==> src/rtl/stream_loop_harness_if.sv <==
// Per-channel valid/ready/data tap bundle of the loopback harness.
// The harness drives every signal of a tap; observers take the slave view.
interface stream_loop_harness_if #(
  parameter int NCH = 2,
  parameter int DW  = 32
);
  logic [NCH-1:0]    valid;
  logic [NCH-1:0]    ready;
  logic [NCH*DW-1:0] data;

  modport master (output valid, output ready, output data);
  modport slave  (input valid, input ready, input data);
endinterface

==> src/rtl/stream_loop_harness.sv <==
// N-channel loopback fixture: sequence generator -> DEPTH-entry FIFO -> self-checking
// consumer per channel, with programmable throttling and beat/error counters.
module stream_loop_harness #(
  parameter int DW        = 32,
  parameter int NCH       = 2,
  parameter int DEPTH     = 4,
  parameter int DELAY_GEN = 0,
  parameter int DELAY_CHK = 0,
  parameter int CNTW      = 32
) (
  input  logic                  clk,
  input  logic                  rst,
  input  logic                  en,
  stream_loop_harness_if.master gen_down,
  stream_loop_harness_if.master chk_up,
  output logic [NCH*CNTW-1:0]   beat_cnt,
  output logic [NCH*16-1:0]     err_cnt,
  output logic [NCH-1:0]        err
);

  localparam int AW = $clog2(DEPTH);
  localparam int CW = AW + 1;
  localparam int GW = (DELAY_GEN > 1) ? $clog2(DELAY_GEN + 1) : 1;
  localparam int HW = (DELAY_CHK > 1) ? $clog2(DELAY_CHK + 1) : 1;
  localparam logic [GW-1:0] GAP_LAST  = GW'((DELAY_GEN > 0) ? DELAY_GEN - 1 : 0);
  localparam logic [HW-1:0] HOLD_LOAD = HW'(DELAY_CHK);
  localparam logic [CW-1:0] FULL_CNT  = CW'(DEPTH);

  typedef enum logic [1:0] {
    GEN_IDLE  = 2'd0,
    GEN_DRIVE = 2'd1,
    GEN_GAP   = 2'd2
  } gen_state_e;

  function automatic logic [15:0] sat_inc16(input logic [15:0] v);
    return (v == 16'hFFFF) ? v : v + 16'd1;
  endfunction

  for (genvar c = 0; c < NCH; c++) begin : g_ch
    gen_state_e    state_r;
    gen_state_e    state_nxt_s;
    logic [DW-1:0] gen_val_r;
    logic [GW-1:0] gap_cnt_r;
    logic          gen_valid_s;
    logic [DW-1:0] gen_data_s;
    logic          gen_xfer_s;

    logic [DW-1:0] mem_r [DEPTH];
    logic [AW-1:0] wr_ptr_r;
    logic [AW-1:0] rd_ptr_r;
    logic [CW-1:0] count_r;
    logic          full_s;
    logic          empty_s;
    logic          fifo_ready_s;
    logic          pop_s;
    logic [DW-1:0] head_s;

    logic [HW-1:0]   hold_r;
    logic            chk_ready_s;
    logic [DW-1:0]   exp_r;
    logic [CNTW-1:0] beat_r;
    logic [15:0]     err_cnt_r;
    logic            err_r;

    // Generator state, sequence value and gap timer
    always_ff @(posedge clk or posedge rst) begin
      if (rst) begin
        state_r   <= GEN_IDLE;
        gen_val_r <= DW'(c);
        gap_cnt_r <= '0;
      end else begin
        state_r <= state_nxt_s;
        if (gen_xfer_s) begin
          gen_val_r <= gen_val_r + DW'(1);
        end
        // Timer is zero on GAP entry because it is cleared in every other state.
        if (state_r == GEN_GAP) begin
          gap_cnt_r <= gap_cnt_r + GW'(1);
        end else begin
          gap_cnt_r <= '0;
        end
      end
    end

    // Generator next state
    always_comb begin
      state_nxt_s = state_r;
      case (state_r)
        GEN_IDLE: begin
          if (en) state_nxt_s = GEN_DRIVE;
          else    state_nxt_s = GEN_IDLE;
        end
        GEN_DRIVE: begin
          if (!gen_xfer_s)        state_nxt_s = GEN_DRIVE;
          else if (DELAY_GEN > 0) state_nxt_s = GEN_GAP;
          else if (en)            state_nxt_s = GEN_DRIVE;
          else                    state_nxt_s = GEN_IDLE;
        end
        GEN_GAP: begin
          if (gap_cnt_r != GAP_LAST) state_nxt_s = GEN_GAP;
          else if (en)               state_nxt_s = GEN_DRIVE;
          else                       state_nxt_s = GEN_IDLE;
        end
        default: state_nxt_s = GEN_IDLE;
      endcase
    end

    // Generator outputs: data is only presented while valid
    always_comb begin
      gen_valid_s = 1'b0;
      gen_data_s  = '0;
      case (state_r)
        GEN_DRIVE: begin
          gen_valid_s = 1'b1;
          gen_data_s  = gen_val_r;
        end
        default: begin
          gen_valid_s = 1'b0;
          gen_data_s  = '0;
        end
      endcase
    end

    // Ready looks only at occupancy, so a pop never frees a slot in the same cycle.
    assign full_s       = (count_r == FULL_CNT);
    assign empty_s      = (count_r == CW'(0));
    assign fifo_ready_s = !full_s && !rst;
    assign gen_xfer_s   = gen_valid_s && fifo_ready_s;
    assign pop_s        = !empty_s && chk_ready_s;
    assign head_s       = mem_r[rd_ptr_r];

    // FIFO storage, pointers and occupancy
    always_ff @(posedge clk or posedge rst) begin
      if (rst) begin
        wr_ptr_r <= '0;
        rd_ptr_r <= '0;
        count_r  <= '0;
        for (int i = 0; i < DEPTH; i++) begin
          mem_r[i] <= '0;
        end
      end else begin
        if (gen_xfer_s) begin
          mem_r[wr_ptr_r] <= gen_data_s;
          wr_ptr_r        <= wr_ptr_r + AW'(1);
        end
        if (pop_s) begin
          rd_ptr_r <= rd_ptr_r + AW'(1);
        end
        case ({gen_xfer_s, pop_s})
          2'b10:   count_r <= count_r + CW'(1);
          2'b01:   count_r <= count_r - CW'(1);
          default: count_r <= count_r;
        endcase
      end
    end

    assign chk_ready_s = !rst && (hold_r == HW'(0));

    // Checker: compare, resync expected to received+1, count beats and errors
    always_ff @(posedge clk or posedge rst) begin
      if (rst) begin
        hold_r    <= '0;
        exp_r     <= DW'(c);
        beat_r    <= '0;
        err_cnt_r <= '0;
        err_r     <= 1'b0;
      end else if (pop_s) begin
        hold_r <= HOLD_LOAD;
        exp_r  <= head_s + DW'(1);
        beat_r <= beat_r + CNTW'(1);
        if (head_s != exp_r) begin
          err_r     <= 1'b1;
          err_cnt_r <= sat_inc16(err_cnt_r);
        end
      end else if (hold_r != HW'(0)) begin
        hold_r <= hold_r - HW'(1);
      end
    end

    assign gen_down.valid[c]            = gen_valid_s;
    assign gen_down.data[c*DW +: DW]    = gen_data_s;
    assign gen_down.ready[c]            = fifo_ready_s;
    assign chk_up.valid[c]              = !empty_s;
    assign chk_up.data[c*DW +: DW]      = head_s;
    assign chk_up.ready[c]              = chk_ready_s;
    assign beat_cnt[c*CNTW +: CNTW]     = beat_r;
    assign err_cnt[c*16 +: 16]          = err_cnt_r;
    assign err[c]                       = err_r;
  end

endmodule

==> src/flat_wrapper.sv <==
// flat-port wrapper written by rule: the top's interface ports become plain ports
module stream_loop_harness_flat 
#(
  parameter int DW        = 32,
  parameter int NCH       = 2,
  parameter int DEPTH     = 4,
  parameter int DELAY_GEN = 0,
  parameter int DELAY_CHK = 0,
  parameter int CNTW      = 32
)
  (clk, rst, en, beat_cnt, err_cnt, err, gen_down_valid, gen_down_ready, gen_down_data, chk_up_valid, chk_up_ready, chk_up_data);
  stream_loop_harness_if #(.NCH(NCH), .DW(DW)) gen_down_i ();
  stream_loop_harness_if #(.NCH(NCH), .DW(DW)) chk_up_i ();
  input  logic clk;
  input  logic rst;
  input  logic en;
  output logic [NCH*CNTW-1:0] beat_cnt;
  output logic [NCH*16-1:0] err_cnt;
  output logic [NCH-1:0] err;
  output wire logic [$bits(gen_down_i.valid)-1:0] gen_down_valid;
  output wire logic [$bits(gen_down_i.ready)-1:0] gen_down_ready;
  output wire logic [$bits(gen_down_i.data)-1:0] gen_down_data;
  output wire logic [$bits(chk_up_i.valid)-1:0] chk_up_valid;
  output wire logic [$bits(chk_up_i.ready)-1:0] chk_up_ready;
  output wire logic [$bits(chk_up_i.data)-1:0] chk_up_data;
  assign gen_down_valid = gen_down_i.valid;
  assign gen_down_ready = gen_down_i.ready;
  assign gen_down_data = gen_down_i.data;
  assign chk_up_valid = chk_up_i.valid;
  assign chk_up_ready = chk_up_i.ready;
  assign chk_up_data = chk_up_i.data;
  stream_loop_harness #(.DW(DW), .NCH(NCH), .DEPTH(DEPTH), .DELAY_GEN(DELAY_GEN), .DELAY_CHK(DELAY_CHK), .CNTW(CNTW)) u_core (.clk(clk), .rst(rst), .en(en), .gen_down(gen_down_i), .chk_up(chk_up_i), .beat_cnt(beat_cnt), .err_cnt(err_cnt), .err(err));
endmodule
==> config.mk <==
export PLATFORM = sky130hd
export DESIGN_NAME = stream_loop_harness_flat
export DESIGN_NICKNAME = d
export VERILOG_FILES = /design/src/rtl/stream_loop_harness_if.sv /design/src/rtl/stream_loop_harness.sv /design/src/flat_wrapper.sv
export SDC_FILE = /design/constraint.sdc
export NUM_CORES = 1
export LEC_CHECK = 0
export ABC_AREA = 1
export CORE_ASPECT_RATIO = 1.5
export CORE_MARGIN = 2
export CORE_UTILIZATION = 60
export DETAILED_ROUTE_END_ITERATION = 16
export PLACE_DENSITY = 0.82
export SYNTH_ARGS = -nofsm -noshare
export SYNTH_HDL_FRONTEND = slang
export SYNTH_SLANG_ARGS = --single-unit
==> constraint.sdc <==
create_clock -name clk -period 51 [get_ports clk]
set_input_delay 10.2 -clock clk [delete_from_list [all_inputs] [get_ports clk]]
set_output_delay 10.2 -clock clk [all_outputs]
set_load 0.03 [all_outputs]
==> results of run 1 <==
-- flip-flops by register name, indices dropped and copies added, names as in the netlist --
register	cells
u_core.g_ch.exp_r	64
u_core.g_ch.mem_r	256
u_core.g_ch.wr_ptr_r	4
u_core.g_ch.gap_cnt_r	2
u_core.g_ch.state_r	4
u_core.g_ch.err_cnt_r	32
u_core.g_ch.err_r	2
u_core.g_ch.rd_ptr_r	4
u_core.g_ch.count_r	6
u_core.g_ch.beat_r	64
u_core.g_ch.gen_val_r	64
-- critical path: stages --
cell and delay (ns):
clkdlybuf4s50_1 0.49, inv_8 0.56, buf_4 0.64, nand2_1 0.21
inv_1 0.10, clkdlybuf4s50_1 0.67
-- metrics by stage --
step	cell area, µm²	total power, mW	hold slack (ns)	std cells	setup slack [ns]
finish	30400	1.89	0.422	4188	27.79
global route	30400	2.01	0.462	4188	27.53
CTS	30400	1.89	0.422	4188	27.75
detailed placement	28600	1.47	0.414	4096	27.76
global placement	28600	1.44	0.411	4096	27.81
floorplan	26000	1.19	0.402	3402	18.68
-- how the worst min path moves through the flow --
stage          cells past startpoint                                 end
6_report                           1  u_core.g_ch[1].gap_cnt_r$_DFF_PP0_
5_1_grt                            1  u_core.g_ch[1].gap_cnt_r$_DFF_PP0_
4_1_cts                            1  u_core.g_ch[1].gap_cnt_r$_DFF_PP0_
3_3_place_gp                       1  u_core.g_ch[1].gap_cnt_r$_DFF_PP0_
3_5_place_dp                       1  u_core.g_ch[1].gap_cnt_r$_DFF_PP0_
2_1_floorplan                      1  u_core.g_ch[0].gap_cnt_r$_DFF_PP0_
-- synthesized netlist by cell type, types with 3 or more instances --
library cell  count  area share, %
nand4_1          58            1.4
xor2_1          140            4.7
nand2_2          23           0.55
inv_2             8           0.12
clkbuf_1         71            1.0
o22ai_1           6           0.14
nor2_2           12           0.29
nor2_1          280            4.0
a31oi_1          16           0.38
buf_2            23           0.44
nor4_1           14           0.34
xnor2_1          37            1.2
buf_1             3          0.043
nand2_1        1157             17
dfrtp_1         500             48
nand3_1         290            5.6
nor3_1           54            1.0
buf_6            17           0.74
o21ai_1          10           0.19
buf_4            18           0.52
inv_1           312            4.5
nand3b_1          4           0.12
nor3_2            4           0.15
o21ai_0         294            5.7
ha_1             18           0.87
a21oi_1           9           0.17
-- report_power, final --
| part | total (mW) | leakage [nW] | internal (mW) | switching [mW] |
|---|---|---|---|---|
| sequential | 0.595 | 6.28 | 0.517 | 0.0786 |
| clock | 0.406 | 0.882 | 0.246 | 0.159 |
| combinational | 0.888 | 7.66 | 0.281 | 0.607 |
-- area by class of cell --
cell class | instances | area share [%]
Sequential cell | 502 | 41.4
Clock inverter | 22 | 1.25
Tap cell | 570 | 2.35
Multi-Input combinational cell | 2446 | 38.1
Inverter | 322 | 4.00
Timing Repair Buffer | 256 | 8.27
Clock buffer | 70 | 4.70
-- cells by family (layout without fill, tap and decap cells) --
group | count (synthesis) | after routing | synth area share (%)
and+or+nand+nor | 1912 | 1912 | 30.8
DFF | 502 | 502 | 48.3
buffers and inverters | 454 | 670 | 7.41
AOI/OAI and AO/OA | 337 | 337 | 6.60
adders and majority gates | 20 | 20 | 1.02
xor gates and xnor gates | 177 | 177 | 5.95
-- layer usage --
metal / vias up / part of all wire [%] / wire length [µm]
li1: 11100 / - / -
met1: 11300 / 37 / 27100
met2: 1007 / 50 / 36600
met3: 268 / 6.2 / 4600
met4: 0 / 7.2 / 5290
met5: - / 0 / 0
==> reports/metrics.cfg, run 1 <==
[die]
initial_core_util_pct = 60.6
die_w_um = 174
dieArea_um2 = 45100
num_rows = 93
die_y_um = 259
ios = 237
coreArea_um2 = 42900

[synth]
synth-edff-count = 0
ys_seq_area_share_pct = 48.3
synth_fp_nets = 3425
syn_inst = 3402
synthArstFlopShare_pct = 100
synth.avg_cell_area_um2 = 7.65
ys_warn_count = 0
synthFlopType = dfrtp_1
synth_cell_types = 40
synth.cell_area_um2 = 26000
ys_ff_latch = 502

[worst_setup_path]
crit_fanout = 117
crit_arrival_ns = 13.01
startpoint = rst
r2r_start = u_core.g_ch[1].rd_ptr_r[0]$_DFFE_PP0P_
critical_path_class = input port to output pin
critPathCapture = gen_down_ready[0]
ff2ff_setup_slack_ns = 47.20
rr_endpoint = u_core.g_ch[1].err_cnt_r[9]$_DFFE_PP0P_
r2r_cells = 15
crit_path_end_kind = output pin
critPathLaunchType = input port
cp_data_required_time_ns = 40.80

[clocking]
root_buffer = clkbuf_16
clkLatencyLatePin_ns = 0.58
cts_resized = 0
clk_pin_slew_worst_paths_ns = 0.06
clock_sinks = 502
numCtsBuffers = 49
ctsHoldBuffers = 0
clockBufferDepth = 3
postCtsSetupBuffers = 0
cts.htree.levels = 2
cts_tree = done

[detailed_routing]
drt_iter0_drc = 2073
first_pass_iters = 9
vias = 23700
drt-total-wl_mm = 73.6
ant_nets = 0
avgRoutedWirePerCell_um = 17.6
routed_via_density = 5.66
drc = 0

[worst_hold_path]
hp-start = u_core.g_ch[1].gap_cnt_r$_DFF_PP0_
hold_class = register to register

[timing]
min_period_ns = 23.21
slew_violations = 0
finalCritPeriodShare_pct = 45.5
rsz0062_at_grt = no
worstMarginPinSlew_ns = 1.26
fin_setup_tns_ns = 0
hold_viol = 0
clock_skew_ns = 0.0242
finalSetupViolCount = 0
fmax_mhz = 43.1
slew_headroom_pct = 16.1

[cells_and_area]
nets = 3600
final_cell_mix = nand2_1, dfrtp_1, inv_1, o21ai_0, nand3_1
num-fill-cells = 3317
final_common_cell = nand2_1
multi_input_area_um2 = 11600
area.growth.synth_to_final_pct = 16.7
utilization_pct = 70.8
layout-drive-gt1-share_pct = 4.78
diodes = 0
regArea_um2 = 12600

[power]
leakage_nw = 14.8
ir_worst_vdd_mv = 0.0470
p_per_area_nw_per_um2 = 62.2

[global_route]
grt.overflow.total = 0
grt_antenna_before_repair = 0
grt_pass1_wl_mm = 118
grt_usage_pct = 32.5
met3_usage_pct = 4.22
met1_usage_pct = 37.7
top_usage_layer = met2
groute.layer.met2.usage_pct = 56.5
grt_max_degree = 118
first_global_vias = 23300

[job]
drv_cap = 0

[place]
io_buffers = 236
place_hpwl_mm = 50.6
gp_congestion = 0.985

[outcome]
status = finished clean

No activity file was read; power rests on OpenSTA's default activity.
==> run 2: changes to the inputs <==
--- a/config.mk
+++ b/config.mk
@@ -8,9 +8,9 @@
 export ABC_AREA = 1
 export CORE_ASPECT_RATIO = 1.5
 export CORE_MARGIN = 2
-export CORE_UTILIZATION = 60
+export CORE_UTILIZATION = 53
 export DETAILED_ROUTE_END_ITERATION = 16
-export PLACE_DENSITY = 0.82
+export PLACE_DENSITY = 0.76
 export SYNTH_ARGS = -nofsm -noshare
 export SYNTH_HDL_FRONTEND = slang
 export SYNTH_SLANG_ARGS = --single-unit
==> constraint.sdc (replaced) <==
create_clock -name clk -period 19.9 [get_ports clk]
set_input_delay 3.98 -clock clk [delete_from_list [all_inputs] [get_ports clk]]
set_output_delay 3.98 -clock clk [all_outputs]
set_load 0.03 [all_outputs]
==> run 2 against run 1 <==
  * First-iteration DRC count shrank 15%
  * Worst setup slack worse by 18 ns
  * Combinational power grew to 2.6 times the previous value
  * Die area grew 13%
  * Worst hold slack is essentially flat
  * Non-clock buffer count increased by 3
  * Via count decreased by 3.7%
  * Critical path depth fell by 1
  * Sequential share of layout area is essentially flat
  * Largest cell class unchanged
==> reports/metrics.cfg, run 2 (synthesis results as in run 1) <==
[outcome]
status = finished clean  ; unchanged

[place]
io_buffers = 236  ; unchanged
place_inst = 4185  ; was 4096
gp_congestion = 0.968  ; was 0.985
place_hpwl_mm = 50.3  ; was 50.6 mm
pre_cts_slack_ns = 9.77  ; was 27.76 ns

[job]
drv_cap = 0  ; unchanged

[clocking]
cts_resized = 0  ; unchanged
numCtsBuffers = 50  ; was 49
root_buffer = clkbuf_16  ; unchanged
clockBufferDepth = 3  ; unchanged
clkLatencyLatePin_ns = 0.58  ; about the same
cts.htree.levels = 2  ; unchanged
clk_pin_slew_worst_paths_ns = 0.06  ; about the same
cts_tree = done  ; unchanged
ctsHoldBuffers = 0  ; unchanged
clock_sinks = 502  ; unchanged
postCtsSetupBuffers = 0  ; unchanged

[global_route]
grt_antenna_before_repair = 0  ; unchanged
grt_max_degree = 165  ; was 118
grt_pass1_wl_mm = 117  ; was 118 mm
grt_usage_pct = 28.9  ; was 32.5%
first_global_vias = 22400  ; was 23300
grt.overflow.total = 0  ; unchanged

[cells_and_area]
largest-register = u_core.g_ch.mem_r  ; unchanged
final_common_cell = nand2_1  ; unchanged
utilization_pct = 62.6  ; was 70.8%
area.growth.synth_to_final_pct = 16.7  ; about the same
layout-drive-gt1-share_pct = 4.83  ; was 4.78%
final_cell_mix = nand2_1, dfrtp_1, inv_1, o21ai_0, nand3_1  ; unchanged
nets = 3604  ; was 3600
largest_reg_flops = 256  ; unchanged
diodes = 0  ; unchanged
fin_cells = 4276  ; was 4188

[timing]
slew_violations = 0  ; unchanged
slew_headroom_pct = 21.1  ; was 16.1%
fin_ws_ns = 9.79  ; was 27.79 ns
worstMarginPinSlew_ns = 1.18  ; was 1.26 ns
min_period_ns = 10.11
finalSetupViolCount = 0  ; unchanged
fin_setup_tns_ns = 0  ; unchanged
clock_skew_ns = 0.0259  ; was 0.0242 ns
hold_viol = 0  ; unchanged
fmax_mhz = 98.9
finalCritPeriodShare_pct = 50.8
hold_slack_ns = 0.422  ; about the same
rsz0062_at_grt = no  ; unchanged

[detailed_routing]
drc = 0  ; unchanged
drt_iter0_drc = 1757  ; was 2073
first_pass_iters = 6  ; was 9
ant_nets = 0  ; unchanged
avgRoutedWirePerCell_um = 17.0  ; was 17.6 µm
drt-total-wl_mm = 72.6  ; was 73.6 mm
routed_via_density = 5.34  ; was 5.66
vias = 22900  ; was 23700

[die]
num_rows = 99  ; was 93
dieArea_um2 = 51000  ; was 45100 µm²
ios = 237  ; unchanged
die_y_um = 275  ; was 259 µm
die_w_um = 185  ; was 174 µm
initial_core_util_pct = 53.6  ; was 60.6%
coreArea_um2 = 48600  ; was 42900 µm²

[worst_setup_path]
critPathLaunchType = input port  ; unchanged
crit_arrival_ns = 6.13  ; was 13.01 ns
cp_data_required_time_ns = 15.92  ; was 40.80 ns
crit_path_end_kind = output pin  ; unchanged
critical_path_class = input port to output pin  ; unchanged
crit_fanout = 96  ; was 117

[power]
ir_worst_vdd_mv = 0.142  ; was 0.0470 mV
p_per_area_nw_per_um2 = 157  ; was 62.2 nW/µm²
leakage_nw = 14.8  ; about the same

[worst_hold_path]
hold_class = register to register  ; unchanged

==> run 2: cell types whose count changed in the layout (fill, tap and decap cells not counted) <==
cell	previous run	this run
inv_6	3	1
bufinv_16	10	5
buf_12	0	1
clkinv_4	1	2
buf_4	20	22
clkbuf_8	8	7
clkinvlp_4	2	3
clkinv_2	6	11
==> run 2: power by group <==
group          internal (mW)  switching (mW)
sequential              1.32           0.196
combinational          0.720            1.55
clock                  0.562           0.408
==> run 2: through the flow <==
| step | power (mW) | cell area, µm² |
|---|---|---|
| global route | 5.10 | 30400 |
| global placement | 3.74 | 28700 |
| CTS | 4.77 | 30400 |
| finish | 4.76 | 30400 |
| detailed placement | 3.78 | 28700 |
| floorplan | 3.06 | 26000 |
==> run 2: layer usage <==
metal	share of wire, %	track usage (%)	vias up
li1	-	-	11100
met1	39	33.7	10800
met2	51	52.6	707
met3	4.3	2.92	198
met4	5.3	14.4	0
met5	0	0	-
==> run 2: worst max-delay path, cell delays in order <==
cell,delay [ns]
clkdlybuf4s50_1,0.49
inv_8,0.49
nand2_1,0.20
inv_1,0.18
clkdlybuf4s50_1,0.70
==> run 2: final timing paths <==
path | start | depth (start not counted) | slack [ns] | endpoint
max | rst | 5 | 9.79 | gen_down_ready[0]
min | u_core.g_ch[0].gap_cnt_r$_DFF_PP0_ | 1 | 0.42 | u_core.g_ch[0].gap_cnt_r$_DFF_PP0_
max reg2reg | u_core.g_ch[1].rd_ptr_r[0]$_DFFE_PP0P_ | 16 | 16.05 | u_core.g_ch[1].err_cnt_r[15]$_DFFE_PP0P_
min reg2reg | u_core.g_ch[0].gap_cnt_r$_DFF_PP0_ | 1 | 0.42 | u_core.g_ch[0].gap_cnt_r$_DFF_PP0_
max in group asynchronous | rst | 5 | 13.02 | u_core.g_ch[1].mem_r[26]$_DFFE_PP0P_
min in group asynchronous | rst | 2 | 3.90 | u_core.g_ch[0].mem_r[59]$_DFFE_PP0P_
==> run 2: layout make-up <==
| class | count | area (µm²) |
|---|---|---|
| well taps | 656 | 821 |
| clock inverters | 22 | 254 |
| inverters | 322 | 1220 |
| flip-flops and latches | 502 | 12600 |
| repair buffers | 259 | 2550 |
| multi-input cells | 2446 | 11600 |
| fillers | 4347 | 18200 |
| clock buffers | 69 | 1410 |
==> run 3: changes to the inputs <==
--- a/config.mk
+++ b/config.mk
@@ -8,9 +8,9 @@
 export ABC_AREA = 1
 export CORE_ASPECT_RATIO = 1.5
 export CORE_MARGIN = 2
-export CORE_UTILIZATION = 53
+export CORE_UTILIZATION = 58
 export DETAILED_ROUTE_END_ITERATION = 16
-export PLACE_DENSITY = 0.76
+export PLACE_DENSITY = 0.79
 export SYNTH_ARGS = -nofsm -noshare
 export SYNTH_HDL_FRONTEND = slang
 export SYNTH_SLANG_ARGS = --single-unit
==> constraint.sdc (replaced) <==
create_clock -name clk -period 9.45 [get_ports clk]
set_input_delay 1.89 -clock clk [delete_from_list [all_inputs] [get_ports clk]]
set_output_delay 1.89 -clock clk [all_outputs]
set_load 0.03 [all_outputs]
==> run 3 against run 2 <==
  * Worst setup slack lost 6.3 ns
  * Cell count shrank 2.0%
  * Largest cell class unchanged
  * Cell area shrank 0.79%
  * Power grew 110%
  * Utilization grew 5.1 points
  * Critical endpoint is now gen_down_ready[1]
  * Clock power grew 87%
  * Routed wire length shrank 0.39%
==> reports/metrics.cfg, run 3 (synthesis results as in run 1) <==
[cells_and_area]
area.growth.synth_to_final_pct = 15.8  ; was 16.7%
largest_reg_flops = 256  ; unchanged
final_common_cell = nand2_1  ; unchanged
fin_area_um2 = 30100  ; was 30400 µm²
regArea_um2 = 12600  ; about the same
layout-drive-gt1-share_pct = 5.04  ; was 4.83%
final_cell_mix = nand2_1, dfrtp_1, inv_1, o21ai_0, nand3_1  ; unchanged
num-fill-cells = 3801  ; was 4347
utilization_pct = 67.6  ; was 62.6%
nets = 3602  ; was 3604
largest-register = u_core.g_ch.mem_r  ; unchanged
multi_input_area_um2 = 11700  ; was 11600 µm²
diodes = 0  ; unchanged

[worst_setup_path]
cp_data_required_time_ns = 7.56  ; was 15.92 ns
r2r_cells = 14  ; was 16
crit_path_end_kind = output pin  ; unchanged
critPathLaunchType = input port  ; unchanged
ff2ff_setup_slack_ns = 5.60  ; was 16.05 ns
r2r_start = u_core.g_ch[1].rd_ptr_r[0]$_DFFE_PP0P_  ; unchanged
rr_endpoint = u_core.g_ch[1].exp_r[26]$_DFFE_PP0P_  ; was u_core.g_ch[1].err_cnt_r[15]$_DFFE_PP0P_
crit_arrival_ns = 4.09  ; was 6.13 ns
critical_path_class = input port to output pin  ; unchanged
crit_fanout = 54  ; was 96

[power]
seqPwrFrac_pct = 33.1  ; was 31.9%
p_int_mw = 5.31  ; was 2.61 mW
ir_worst_vdd_mv = 0.293  ; was 0.142 mV
swShare_pct = 45.7  ; was 45.2%
p_sw_mw = 4.46  ; was 2.15 mW
leakage_nw = 14.7  ; was 14.8 nW
p_per_area_nw_per_um2 = 324  ; was 157 nW/µm²
comb_power_share_pct = 48.3  ; was 47.7%
clockPowerShare_pct = 18.5  ; was 20.4%

[timing]
fmax_mhz = 167
clock_skew_ns = 0.0118  ; was 0.0259 ns
hold_viol = 0  ; unchanged
worstMarginPinSlew_ns = 1.25  ; was 1.18 ns
finalCritPeriodShare_pct = 63.3
min_period_ns = 5.98
finalSetupViolCount = 0  ; unchanged
slew_headroom_pct = 16.8  ; was 21.1%
slew_violations = 0  ; unchanged
fin_setup_tns_ns = 0  ; unchanged
rsz0062_at_grt = no  ; unchanged

[clocking]
postCtsSetupBuffers = 0  ; unchanged
clk_pin_slew_worst_paths_ns = 0.06  ; about the same
cts_tree = done  ; unchanged
root_buffer = clkbuf_16  ; unchanged
clockBufferDepth = 3  ; unchanged
cts.htree.levels = 2  ; unchanged
clock_sinks = 502  ; unchanged
numCtsBuffers = 48  ; was 50
clkLatencyLatePin_ns = 0.57  ; was 0.58 ns
cts_resized = 0  ; unchanged
ctsHoldBuffers = 0  ; unchanged

[place]
io_buffers = 236  ; unchanged
gp_congestion = 0.956  ; was 0.968
place_hpwl_mm = 50.6  ; was 50.3 mm
dpl_cell_area_um2 = 28700  ; about the same

[die]
dieArea_um2 = 46600  ; was 51000 µm²
die_y_um = 263  ; was 275 µm
initial_core_util_pct = 58.4  ; was 53.6%
coreArea_um2 = 44600  ; was 48600 µm²
num_rows = 95  ; was 99
ios = 237  ; unchanged
die_w_um = 177  ; was 185 µm

[detailed_routing]
avgRoutedWirePerCell_um = 17.3  ; was 17.0 µm
drt-total-wl_mm = 72.3  ; was 72.6 mm
ant_nets = 0  ; unchanged
drt_iter0_drc = 1666  ; was 1757
routed_via_density = 5.56  ; was 5.34
vias = 23300  ; was 22900
drc = 0  ; unchanged
first_pass_iters = 6  ; unchanged

[job]
drv_cap = 0  ; unchanged

[global_route]
grt_antenna_before_repair = 0  ; unchanged
first_global_vias = 22800  ; was 22400
grt_pass1_wl_mm = 117  ; about the same
grt.overflow.total = 0  ; unchanged
grt_max_degree = 82  ; was 165
grt_usage_pct = 31.2  ; was 28.9%

[outcome]
status = finished clean  ; unchanged

[worst_hold_path]
holdPathStages = 1  ; unchanged
whs_endpoint = u_core.g_ch[0].gap_cnt_r$_DFF_PP0_  ; unchanged
hp-start = u_core.g_ch[0].gap_cnt_r$_DFF_PP0_  ; unchanged
hold_class = register to register  ; unchanged

-- run 3: changes by cell type in the layout (fill, tap and decap cells not counted), moves of 3 or more --
cell / change
inv_1: -3
bufinv_16: -5
o21ai_1: +10
clkbuf_1: +4
o21ai_0: -10
nand3_2: +7
nand3_1: -7
clkinv_2: -4
nand2_2: +3
nor2_1: -4
nand2_1: -3
-- run 3: how the worst max path moves through the flow --
stage | startpoint | cells after the start | end | slack (ns)
floorplan | rst | 4 | gen_down_ready[1] | -2.61
detailed placement | rst | 6 | gen_down_ready[1] | 3.42
global route | rst | 6 | gen_down_ready[1] | 3.27
global placement | rst | 6 | gen_down_ready[1] | 3.46
finish | rst | 6 | gen_down_ready[1] | 3.47
CTS | rst | 6 | gen_down_ready[1] | 3.42
-- run 3: cell type report --
| type | count | area share, % |
|---|---|---|
| clock buffer | 70 | 4.53 |
| inverter | 322 | 4.04 |
| multi-input combinational | 2446 | 38.7 |
| tap | 582 | 2.42 |
| clock inverter | 10 | 0.208 |
| sequential | 502 | 41.7 |
| timing repair buffer | 259 | 8.41 |
-- run 3: worst max-delay path, cell delays in order --
cell,delay (ns)
clkdlybuf4s50_1,0.44
clkinvlp_4,0.16
buf_4,0.58
nand2_1,0.23
inv_1,0.09
clkdlybuf4s50_1,0.66
-- run 3: power by group through the flow --
stage / clock network [mW] / logic, mW / registers (mW)
after floorplan: 0 / 3.29 / 3.21
after global routing: 1.92 / 5.24 / 3.31
final: 1.81 / 4.72 / 3.24
after detailed placement: 0 / 4.69 / 3.25
after global placement: 0 / 4.58 / 3.22
after CTS: 1.83 / 4.72 / 3.23
-- run 3: metal layers --
layer | share of wire, % | wire, µm | global-route usage (%) | vias up
li1 | - | - | - | 11100
met1 | 38 | 27200 | 36.9 | 11200
met2 | 52 | 37300 | 55.3 | 874
met3 | 5.2 | 3760 | 3.19 | 192
met4 | 5.6 | 4020 | 16.8 | 0
met5 | 0 | 0 | 0 | -
-- run 3: metrics by stage --
step | hold WS [ns] | power [mW] | setup WS (ns) | std cells
after global routing | 0.455 | 10.5 | 3.27 | 4191
final | 0.425 | 9.78 | 3.47 | 4191
after detailed placement | 0.417 | 7.94 | 3.42 | 4111
after floorplan | 0.402 | 6.50 | -2.61 | 3402
after CTS | 0.426 | 9.77 | 3.42 | 4191
after global placement | 0.411 | 7.80 | 3.46 | 4111
